[src/rtl/key_matrix_encoder.sv]
// Scanned 8x8 key matrix encoder: strobes columns, debounces per frame, emits one address per press.
// Build option KEY_MATRIX_MULTI_KEY_DETECT_EN rejects frames holding more than one active key.
module key_matrix_encoder #(
  parameter int unsigned SCAN_DIV = 16,
  parameter int unsigned DEBOUNCE = 4
) (
  input  logic       clk,
  input  logic       rst_n,
  input  logic [7:0] row_in,
  output logic [7:0] col_drv,
  output logic [5:0] add,
  output logic       valid,
  input  logic       ready,
  output logic       overrun,
  output logic       multi
);

  localparam int unsigned DwellW = (SCAN_DIV > 1) ? $clog2(SCAN_DIV) : 1;
  localparam logic [DwellW-1:0] DwellLast = DwellW'(SCAN_DIV - 1);
  localparam logic [3:0] DebMax = 4'(DEBOUNCE);
  // Key code {none, col[2:0], row[2:0]}; bit 6 set encodes NONE.
  localparam logic [6:0] KeyNone = 7'h40;

  typedef enum logic [0:0] {StReleased, StPressed} state_e;

  logic [7:0]        sync_q, row_s_q;
  logic [DwellW-1:0] dwell_q, dwell_d;
  logic [2:0]        col_q, col_d;
  logic [6:0]        frame_q, frame_d, col_hit, frame_cand, cand;
  logic [6:0]        prev_q, prev_d, accepted_q, accepted_d;
  logic [3:0]        stable_q, stable_d;
  state_e            state_q, state_d;
  logic              key_change, key_event;
  logic              valid_q, valid_d, overrun_q, overrun_d;
  logic [5:0]        add_q, add_d;
  logic              sample, frame_end;

  assign sample    = (dwell_q == DwellLast);
  assign frame_end = sample && (col_q == 3'd7);
  assign col_drv   = 8'd1 << col_q;
  assign add       = add_q;
  assign valid     = valid_q;
  assign overrun   = overrun_q;

  always_comb begin
    dwell_d = dwell_q + DwellW'(1);
    col_d   = col_q;
    if (sample) begin
      dwell_d = '0;
      col_d   = col_q + 3'd1;
    end
  end

  // Lowest active row in the column being sampled.
  always_comb begin
    col_hit = KeyNone;
    for (int r = 7; r >= 0; r--) begin
      if (row_s_q[r]) col_hit = {1'b0, col_q, 3'(r)};
    end
  end

  assign frame_cand = frame_q[6] ? col_hit : frame_q;

  always_comb begin
    frame_d = frame_q;
    if (sample) frame_d = frame_end ? KeyNone : frame_cand;
  end

`ifdef KEY_MATRIX_MULTI_KEY_DETECT_EN
  logic [1:0] nbits_q, nbits_d;
  logic [4:0] nbits_sum;
  logic       many, multi_q;

  // Active-bit count saturates at 2; only "more than one" matters.
  assign nbits_sum = 5'(nbits_q) + 5'($countones(row_s_q));
  assign many      = (nbits_sum >= 5'd2);
  assign cand      = many ? KeyNone : frame_cand;
  assign multi     = multi_q;

  always_comb begin
    nbits_d = nbits_q;
    if (sample) nbits_d = frame_end ? 2'd0 : (many ? 2'd2 : nbits_sum[1:0]);
  end

  always_ff @(posedge clk or negedge rst_n) begin
    if (!rst_n) begin
      nbits_q <= 2'd0;
      multi_q <= 1'b0;
    end else begin
      nbits_q <= nbits_d;
      multi_q <= frame_end && many;
    end
  end
`else
  assign cand  = frame_cand;
  assign multi = 1'b0;
`endif

  always_comb begin
    prev_d     = prev_q;
    stable_d   = stable_q;
    accepted_d = accepted_q;
    if (frame_end) begin
      prev_d = cand;
      if (cand == prev_q) stable_d = (stable_q >= DebMax) ? DebMax : stable_q + 4'd1;
      else                stable_d = 4'd1;
      if (stable_d == DebMax && cand != accepted_q) accepted_d = cand;
    end
  end

  assign key_change = (accepted_d != accepted_q);

  always_comb begin
    state_d = state_q;
    unique case (state_q)
      StReleased: if (key_change && !accepted_d[6]) state_d = StPressed;
      StPressed:  if (key_change && accepted_d[6])  state_d = StReleased;
      default:    state_d = StReleased;
    endcase
  end

  always_comb begin
    key_event = 1'b0;
    unique case (state_q)
      StReleased, StPressed: key_event = key_change && !accepted_d[6];
      default:               key_event = 1'b0;
    endcase
  end

  // A new event wins over a completing handshake in the same cycle.
  always_comb begin
    valid_d   = valid_q;
    add_d     = add_q;
    overrun_d = 1'b0;
    if (key_event) begin
      if (!valid_q || ready) begin
        valid_d = 1'b1;
        add_d   = accepted_d[5:0];
      end else begin
        overrun_d = 1'b1;
      end
    end else if (valid_q && ready) begin
      valid_d = 1'b0;
    end
  end

  always_ff @(posedge clk or negedge rst_n) begin
    if (!rst_n) begin
      sync_q     <= 8'd0;
      row_s_q    <= 8'd0;
      dwell_q    <= '0;
      col_q      <= 3'd0;
      frame_q    <= KeyNone;
      prev_q     <= KeyNone;
      stable_q   <= 4'd0;
      accepted_q <= KeyNone;
      state_q    <= StReleased;
      valid_q    <= 1'b0;
      add_q      <= 6'd0;
      overrun_q  <= 1'b0;
    end else begin
      sync_q     <= row_in;
      row_s_q    <= sync_q;
      dwell_q    <= dwell_d;
      col_q      <= col_d;
      frame_q    <= frame_d;
      prev_q     <= prev_d;
      stable_q   <= stable_d;
      accepted_q <= accepted_d;
      state_q    <= state_d;
      valid_q    <= valid_d;
      add_q      <= add_d;
      overrun_q  <= overrun_d;
    end
  end

endmodule

[config.mk]
export PLATFORM = sky130hd
export DESIGN_NAME = key_matrix_encoder
export DESIGN_NICKNAME = d
export VERILOG_FILES = /design/src/rtl/key_matrix_encoder.sv
export SDC_FILE = /design/constraint.sdc
export NUM_CORES = 1
export LEC_CHECK = 0
export ABC_AREA = 1
export ABC_CLOCK_PERIOD_IN_PS = 3370
export BUFFER_PORTS_ARGS = -buffer_cell sky130_fd_sc_hd__buf_2
export CELL_PAD_IN_SITES_DETAIL_PLACEMENT = 1
export CELL_PAD_IN_SITES_GLOBAL_PLACEMENT = 2
export CORE_MARGIN = 2
export CORE_UTILIZATION = 38
export CTS_CLUSTER_DIAMETER = 50
export CTS_CLUSTER_SIZE = 30
export DETAILED_ROUTE_END_ITERATION = 12
export PLACE_DENSITY = 0.89
export SYNTH_ARGS = -nofsm -noshare
export SYNTH_HDL_FRONTEND = slang
export SYNTH_SLANG_ARGS = --single-unit
export TNS_END_PERCENT = 100
[constraint.sdc]
create_clock -name clk -period 3.37 [get_ports clk]
set_clock_uncertainty 0.15 [all_clocks]
set_input_delay 0.8425 -clock clk [delete_from_list [all_inputs] [get_ports clk]]
set_output_delay 0.8425 -clock clk [all_outputs]
set_load 0.02 [all_outputs]
==> results of run 1 <==
how the worst max path moves through the flow:
stage	to	slack, ns	cells past startpoint
floorplan	add[0]	1.23	12
global placement	add[4]	0.80	13
detailed placement	add[2]	0.70	13
CTS	add[2]	0.66	14
global route	add[2]	0.44	13
finish	add[2]	0.66	13
cell usage in the layout, fill, tap and decap left out, types with 2 or more instances in the layout:
cell and instances:
nand2_1 95, nor2_1 17, o21ai_0 19, buf_2 26, nand3_1 19, clkbuf_8 5
inv_1 52, a21oi_1 4, nor2_4 2, clkinvlp_4 2, dfrtp_1 53, o21bai_1 6
nand4_2 2, buf_4 4, ha_1 8, nor2_2 2, o31ai_1 2, dfstp_2 3
o22ai_1 3, nand3_4 2, xor2_1 4
state kept, by name, indices dropped and copies added (netlist names):
signal,flops
dwell_q,4
accepted_q,7
valid,1
add,6
col_q,3
overrun,1
sync_q,8
row_s_q,8
stable_q,4
prev_q,7
frame_q,7
logic make-up after synthesis:
kind of cell             share of synthesized area
AO/OA/AOI/OAI                               0.0764
XOR/XNOR                                    0.0133
flip-flops                                   0.533
other                                      0.00142
buffers and inverters                       0.0906
AND/OR/NAND/NOR                              0.248
adder cells (fa/ha/maj)                     0.0380
metrics by stage:
| stage | cell area (µm²) | instances | hold WS [ns] |
|---|---|---|---|
| after floorplan | 2640 | 307 | 0.181 |
| after global placement | 2860 | 411 | 0.182 |
| after detailed placement | 2860 | 411 | 0.186 |
| after CTS | 2960 | 419 | 0.210 |
| after global routing | 2960 | 419 | 0.221 |
| final | 2960 | 419 | 0.205 |
worst reg2reg max path: stages (launching register included):
cell and delay, ns:
dfstp_2 0.61, nand2_1 0.10, nor2_2 0.13, nand2_2 0.21, nand2_1 0.25, nand2_1 0.08
nand2_1 0.06, nand3_1 0.11, nor2_4 0.17, nand4_2 0.26, o21bai_1 0.24, nand2_1 0.09
nand2_1 0.09, nand2_1 0.05
synthesized netlist by cell type, types with 2 or more instances:
library cell / number
o22ai_1: 3
o21bai_1: 6
nand3_4: 2
nor2_4: 2
dfstp_2: 3
xor2_1: 4
a21oi_1: 4
nand3_1: 19
inv_1: 52
nor2_1: 17
clkbuf_1: 3
o31ai_1: 2
nand2_1: 95
nand4_2: 2
dfrtp_1: 53
nor2_2: 2
o21ai_0: 19
ha_1: 8
cell type report:
type,instances,share of cell area
clock inverter,3,0.00804
multi-input combinational,191,0.336
sequential,56,0.475
tap,80,0.0339
timing repair buffer,30,0.0542
clock buffer,5,0.0233
inverter,54,0.0690
layer usage:
layer  vias to the layer above  track usage  share of wire
met5                         -            0              0
met1                       949        0.209           0.48
met2                        27        0.258           0.48
met4                         0       0.0420          0.012
met3                         6       0.0313          0.028
li1                        997            -              -
power groups by stage:
stage          Sequential [mW]  Combinational [mW]  Clock (mW)
2_1_floorplan            0.697             0.00824           0
4_1_cts                  0.685              0.0300       0.400
3_5_place_dp             0.698              0.0297           0
6_report                 0.685              0.0284       0.384
5_1_grt                  0.686              0.0337       0.429
3_3_place_gp             0.697              0.0290           0
==> impl_metrics.ini, run 1 <==
[status]
outcome = finished, final reports clean

[critical_path]
cp_num_buf_inv = 0
slowest_stage = dfstp_2
ff2ff_path_depth = 13
cp.arrival_ns = 2.78
worstSetupStartpointType = flop
critPathKind = flop to flop
crit_path_end_kind = flop
critPathMostFrequentCell = nand2_1
crit_start = frame_q[6]
rr_endpoint = add[2]
critPathMaxStageDelay_ns = 0.61
cp_top_family = simple AND/OR/NAND/NOR gates
cp_data_required_time_ns = 3.44
rr_startpoint = frame_q[6]
timing.reg2reg.setup_slack_ns = 0.66
path_max_fanout = 12
crit_chain = nand2_1 -> nor2_2 -> nand2_2 -> nand2_1 -> nand2_1 -> nand2_1 -> nand3_1 -> nor2_4 -> nand4_2 -> o21bai_1 -> nand2_1 -> nand2_1 -> nand2_1

[synthesis]
yosysSeqAreaShare = 0.533
synth.top_cell.area_share = 0.503
synthFlopType = dfrtp_1
synth.distinct_cells = 29
yosys_warnings = 0
synth_edf_count = 0
avgSynthCellArea_um2 = 8.59
postSynthCellCount = 307
ys_top_cells_by_area = dfrtp_1 50%, nand2_1 14%, inv_1 7.4%
synthesis.area_um2 = 2640
synth_seq_cells = 56
ys_async_sr_fraction = 1.00
syn_nets = 326
yosysTopAreaCell = dfrtp_1

[timing]
post-route-period-util = 0.805
rsz0062_at_grt = no
setup_tns_ns = 0
layout_setup_ws_ns = 0.657
post-route-min-period_ns = 2.71
setup_viol = 0
max_freq_ghz = 0.369
tightest_slew_ns = 0.512
final_hold_viol_count = 0
max_slew_margin = 0.659
final_max_slew_viol_count = 0

[pwr]
pwr-share-comb = 0.026
power.total_mw = 1.10
seq_power_share = 0.624
p_switching_mw = 0.260
power_density_nw_per_um2 = 371
p_leak_nw = 1.63
peakVddDrop_mv = 0.179
switching_share = 0.237
p_int_mw = 0.837
clkPwrFrac = 0.350

[routing]
wirelength_um = 5400
viasPerCell = 4.72
ant_nets = 0
vias = 1979
drt_iter0_markers = 80
dr.pass1.iters = 4
drc = 0
wl_per_cell_um = 12.9

[clocking]
clockRootBuffer = clkbuf_8
htreeDepth = 2
cts_made_buffers = 5
postCtsSetupBuffers = 0
clkLatencyLatePin_ns = 0.32
path_clk_slew_ns = 0.11
cts_tree = done
postCtsHoldBufs = 0
cts_resized = 0
clock_path_buffers = 2
cts_sinks = 56

[final_layout]
register_area_um2 = 1410
post-route-util = 0.437
final_layout_size_suffix_gt1_frac = 0.162
diodes = 0
multi_input_area_um2 = 993
syn_to_final_growth_pct = 12.0
fin_nets = 357
nFillCells = 842

[global_route]
grt_pass1_vias = 1989
grt_usage = 0.156
grt_overflow = 0
grt_antenna_before_repair = 0
grt_max_degree = 25
grt_pass1_wl_um = 9320

[placement]
place_ws_ns = 0.698
io_buffers = 26
gp_congestion = 0.793
dp_hpwl_um = 4110

[floorplanning]
io_pins = 28
initial_core_util = 0.390
die_w_um = 87.3
die_h_um = 87.3
design.die.area_um2 = 7620
coreArea_um2 = 6760
rows = 30

[worst_hold_path]
hp-class = flop to flop
worstHoldStart = sync_q[1]
min_to = row_s_q[1]
hold_path_depth = 0

[run]
maxCapViolCount = 0
Power figures use the tool's default switching activity.
==> run 2: changes to the inputs <==
==> config.mk (replaced) <==
export PLATFORM = sky130hd
export DESIGN_NAME = key_matrix_encoder
export DESIGN_NICKNAME = d
export VERILOG_FILES = /design/src/rtl/key_matrix_encoder.sv
export SDC_FILE = /design/constraint.sdc
export NUM_CORES = 1
export LEC_CHECK = 0
export ABC_AREA = 0
export ABC_CLOCK_PERIOD_IN_PS = 2600
export BUFFER_PORTS_ARGS = -buffer_cell sky130_fd_sc_hd__buf_2
export CELL_PAD_IN_SITES_DETAIL_PLACEMENT = 1
export CELL_PAD_IN_SITES_GLOBAL_PLACEMENT = 2
export CORE_MARGIN = 2
export CORE_UTILIZATION = 39
export CTS_CLUSTER_DIAMETER = 50
export CTS_CLUSTER_SIZE = 30
export DETAILED_ROUTE_END_ITERATION = 12
export PLACE_DENSITY = 0.83
export SYNTH_ARGS = -nofsm -noshare
export SYNTH_HDL_FRONTEND = slang
export SYNTH_SLANG_ARGS = --single-unit
export TNS_END_PERCENT = 100
==> constraint.sdc (replaced) <==
create_clock -name clk -period 2.6 [get_ports clk]
set_clock_uncertainty 0.15 [all_clocks]
set_input_delay 0.65 -clock clk [delete_from_list [all_inputs] [get_ports clk]]
set_output_delay 0.65 -clock clk [all_outputs]
set_load 0.02 [all_outputs]
==> impl_metrics.ini, run 2 <==
[status]
outcome = finished with violations
violations = negative setup slack

[timing]
post-route-period-util = 1.11
final_max_slew_viol_count = 0
worst_hold_slack_ns = 0.181
layout_setup_ws_ns = -0.274
post-route-min-period_ns = 2.87
tightest_slew_ns = 0.607
max_freq_ghz = 0.348
max_slew_margin = 0.595
setup_tns_ns = -3.17
setup_viol = 13
final_hold_viol_count = 0
rsz0062_at_grt = yes

[global_route]
grt_busiest_layer = met2
met2_usage = 0.330
use_met1 = 0.264
grt_max_degree = 33
grt_usage = 0.198
grt_pass1_vias = 2241
grt.met3_usage = 0.0415
grt_pass1_wl_um = 11400
grt_overflow = 0
grt_antenna_before_repair = 0

[synthesis]
synth.most_common_cell = dfrtp_1
synth_edf_count = 0
synth.top_cell.area_share = 0.485
syn_nets = 252
avgSynthCellArea_um2 = 11.7
yosys_warnings = 0
synthFlopType = dfrtp_1
synth_common_cells = 53 x dfrtp_1, 18 x nor2_1, 12 x nand2_1, 12 x o21ai_0, 9 x inv_1
yosysSeqAreaShare = 0.514
ys_top_cells_by_area = dfrtp_1 49%, ha_1 3.7%, mux2_4 3.3%
synth.distinct_cells = 59
yosysTopAreaCell = dfrtp_1
postSynthCellCount = 233
synth_seq_cells = 56
ys_async_sr_fraction = 1.00
synthesis.area_um2 = 2730

[placement]
dp_hpwl_um = 5060
io_buffers = 26
dpl_cell_area_um2 = 3280
dpl.cell_count = 390
gp_congestion = 0.906

[final_layout]
fin_nets = 331
post-route-util = 0.520
layout.cells.most_common = dfrtp_1
final_cell_mix = 53 x dfrtp_1, 48 x buf_4, 26 x buf_2
diodes = 0
final_layout_size_suffix_gt1_frac = 0.406
final_cells = 409
final_area_um2 = 3530
reg_top3 = row_s_q: 8 flops, sync_q: 8 flops
syn_to_final_growth_pct = 29.2

[floorplanning]
coreArea_um2 = 6790
die_w_um = 87.7
rows = 30
die_h_um = 87.7
io_pins = 28
design.die.area_um2 = 7690
initial_core_util = 0.402

[clocking]
clockRootBuffer = clkbuf_8
clkLatencyLatePin_ns = 0.32
cts_tree = done
path_clk_slew_ns = 0.10
cts_sinks = 56
cts_made_buffers = 5
htreeDepth = 2
clock_path_buffers = 2
postCtsHoldBufs = 0

[routing]
ant_nets = 0
drc = 0
viasPerCell = 5.07
wl_per_cell_um = 16.8
drt_iter0_markers = 69
vias = 2072
dr.pass1.iters = 4
wirelength_um = 6860

[pwr]
p_leak_nw = 1.74
peakVddDrop_mv = 0.320
power_density_nw_per_um2 = 405

[critical_path]
path_max_fanout = 7
cp.arrival_ns = 2.94
timing.reg2reg.setup_slack_ns = -0.27
crit_path_end_kind = flop
critPathKind = flop to flop
cp_data_required_time_ns = 2.66
worstSetupStartpointType = flop

[worst_hold_path]
hp-class = input pin to async pin

[run]
maxCapViolCount = 0
-- run 2: report_power, final --
part / switching (mW) / total, mW / internal, mW
clock: 0.295 / 0.487 / 0.192
sequential: 0.00904 / 0.892 / 0.883
combinational: 0.0300 / 0.0520 / 0.0220
-- run 2: final cells by class --
class                           instances  area [µm²]
Clock inverter                          3        21.3
Fill cell                             742        3260
Inverter                                9        33.8
Timing Repair Buffer                   79         564
Multi-Input combinational cell        161        1320
Sequential cell                        56        1410
Clock buffer                            5        68.8
Tap cell                               96         120
-- run 2: metrics by stage --
stage / setup WS (ns) / total power, mW
4_1_cts: -0.284 / 1.46
6_report: -0.274 / 1.43
3_3_place_gp: -0.361 / 0.957
3_5_place_dp: -0.508 / 0.959
2_1_floorplan: -0.195 / 0.919
5_1_grt: -0.410 / 1.50
-- run 2: logic make-up after synthesis --
| kind of cell | after synthesis | synth area share |
|---|---|---|
| xor+xnor | 7 | 0.0224 |
| flops | 56 | 0.514 |
| simple gates | 74 | 0.162 |
| other cells | 1 | 0.00137 |
| compound gates | 48 | 0.125 |
| mux | 23 | 0.110 |
| fa+ha+maj | 8 | 0.0366 |
| buf+inv | 16 | 0.0288 |
-- run 2: what timing repair did --
item / CTS / global route
cloned: 0 / 0
buffers inserted: 7 / 8
endpoints found under the setup margin: 15 / 17
gates resized for setup: 7 / 13
pin swaps: 1 / 10
-- run 2: critical path: stages (launching register included) --
cell and delay [ns]:
dfrtp_1 0.42, or4_4 0.58, buf_6 0.15, a211oi_2 0.13, o21bai_1 0.12, a2111oi_2 0.37, nand4_1 0.21, buf_4 0.19
nand2b_4 0.14, mux2_4 0.32
-- run 2: metal layers --
layer,up-vias,routed length (µm)
met5,-,0
met4,0,96
met3,7,167
met2,22,3530
met1,1050,3070
li1,993,-
-- run 2: path summary, 6_finish.rpt --
path	from	to	depth (start not counted)
max	row_s_q[6]	accepted_q[2]	9
min	rst_n	accepted_q[3]	1
max reg2reg	row_s_q[6]	accepted_q[2]	9
min reg2reg	sync_q[5]	row_s_q[5]	0
max in group asynchronous	rst_n	accepted_q[6]	2
min in group clk	sync_q[5]	row_s_q[5]	0
==> run 3: changes to the inputs <==
--- a/config.mk
+++ b/config.mk
@@ -5,16 +5,16 @@
 export SDC_FILE = /design/constraint.sdc
 export NUM_CORES = 1
 export LEC_CHECK = 0
-export ABC_AREA = 0
+export ABC_AREA = 1
 export ABC_CLOCK_PERIOD_IN_PS = 2600
-export BUFFER_PORTS_ARGS = -buffer_cell sky130_fd_sc_hd__buf_2
 export CELL_PAD_IN_SITES_DETAIL_PLACEMENT = 1
 export CELL_PAD_IN_SITES_GLOBAL_PLACEMENT = 2
 export CORE_MARGIN = 2
-export CORE_UTILIZATION = 39
+export CORE_UTILIZATION = 38
 export CTS_CLUSTER_DIAMETER = 50
 export CTS_CLUSTER_SIZE = 30
 export DETAILED_ROUTE_END_ITERATION = 12
+export DONT_BUFFER_PORTS = 1
 export PLACE_DENSITY = 0.83
 export SYNTH_ARGS = -nofsm -noshare
 export SYNTH_HDL_FRONTEND = slang
==> impl_metrics.ini, run 3 (synthesis gave the netlist of run 1 again) <==
[critical_path]
path_max_fanout = 8
critPathKind = flop to flop
cp_data_required_time_ns = 2.67
cp.arrival_ns = 2.57
worstSetupStartpointType = flop
rr_endpoint = add[5]
crit_path_end_kind = flop
rr_startpoint = frame_q[6]
ff2ff_path_depth = 14
timing.reg2reg.setup_slack_ns = 0.10

[placement]
gp_congestion = 0.732
place_ws_ns = 0.0407
dp_hpwl_um = 4100
io_buffers = 0

[timing]
post-route-min-period_ns = 2.50
layout_setup_ws_ns = 0.100
final_hold_viol_count = 0
max_freq_ghz = 0.400
setup_viol = 0
final_max_slew_viol_count = 0
rsz0062_at_grt = yes
post-route-period-util = 0.961
tightest_slew_ns = 0.498
max_slew_margin = 0.664

[final_layout]
diodes = 0
reg_top3 = row_s_q: 8 flops, sync_q: 8 flops
fin_nets = 353
final_cell_mix = 90 x nand2_1, 53 x dfrtp_1, 52 x inv_1
final_layout_size_suffix_gt1_frac = 0.191
syn_to_final_growth_pct = 18.7
layout.cells.most_common = nand2_1

[routing]
ant_nets = 0
drc = 0
viasPerCell = 4.80
vias = 1994
wirelength_um = 5950
drt_iter0_markers = 78
wl_per_cell_um = 14.3
dr.pass1.iters = 4

[clocking]
clkLatencyLatePin_ns = 0.32
clock_path_buffers = 2
cts_sinks = 56
cts_tree = done
path_clk_slew_ns = 0.11
cts_made_buffers = 5
clockRootBuffer = clkbuf_8
htreeDepth = 2

[floorplanning]
design.die.area_um2 = 7620
io_pins = 28
rows = 30
die_w_um = 87.3
initial_core_util = 0.390
die_h_um = 87.3
coreArea_um2 = 6760

[pwr]
p_leak_nw = 1.63
peakVddDrop_mv = 0.323
power_density_nw_per_um2 = 465
power.total_mw = 1.46

[global_route]
grt_usage = 0.166
grt_pass1_wl_um = 9800
grt_overflow = 0
grt_pass1_vias = 1993
grt_antenna_before_repair = 0
grt_max_degree = 54

[worst_hold_path]
hp-class = input pin to async pin

[status]
outcome = finished, final reports clean

[run]
maxCapViolCount = 0
[run 3: power breakdown]
group	switching, mW	internal [mW]	leakage, nW
logic	0.0269	0.00983	0.862
clock network	0.327	0.204	0.0511
registers	0.00571	0.883	0.720
[run 3: worst max-delay path: stages, from the launching register on]
cell and delay [ns]:
dfstp_2 0.62, nand2_2 0.10, nor2_4 0.16, nand2_1 0.13, nand2_2 0.12, nand2_1 0.05
nand2_1 0.08, nand3_2 0.09, nor2_4 0.16, nand3_4 0.12, nor2_8 0.20, buf_12 0.13
nand4_4 0.12, nand2_1 0.09, nand2_1 0.06
[run 3: layout make-up]
cell class                      count  area, µm²
Clock buffer                        5       68.8
Fill cell                         798       3620
Tap cell                           80        100
Sequential cell                    56       1410
Clock inverter                      3       28.8
Inverter                           54        206
Multi-Input combinational cell    192       1080
Timing Repair Buffer               25        239
[run 3: through the flow]
step                      area [µm²]  utilization  cells  hold WS [ns]  setup TNS, ns
after floorplan                 2640            -    307         0.181              0
after global placement          2770        0.410    390         0.182              0
after detailed placement        2770        0.410    390         0.186              0
after CTS                       2910        0.430    400        0.0237              0
after global routing            3130        0.464    415        0.0147         -0.417
final                           3130        0.464    415        0.0149              0
[run 3: how the worst max path moves through the flow]
| stage | from | endpoint | cells after the start |
|---|---|---|---|
| 6_report | frame_q[6] | add[5] | 14 |
| 4_1_cts | frame_q[6] | add[5] | 13 |
| 3_5_place_dp | frame_q[6] | add[1] | 13 |
| 2_1_floorplan | col_q[0] | add[0] | 12 |
| 3_3_place_gp | frame_q[6] | add[4] | 13 |
| 5_1_grt | frame_q[6] | add[1] | 14 |
[run 3: routing by layer]
layer | track usage | routed length (µm) | up-vias | share of wire
met1 | 0.235 | 2920 | 964 | 0.49
met3 | 0.0332 | 177 | 7 | 0.030
li1 | - | - | 999 | -
met5 | 0 | 0 | - | 0
met4 | 0.0503 | 78 | 0 | 0.013
met2 | 0.255 | 2770 | 24 | 0.47
[run 3: what timing repair did]
| item | 4_1_cts | 5_1_grt |
|---|---|---|
| hold endpoints to repair | 53 | 0 |
| gates resized for setup | 0 | 24 |
| hold buffers | 2 | 0 |
| setup endpoints to repair | 0 | 12 |
| setup buffers | 0 | 14 |
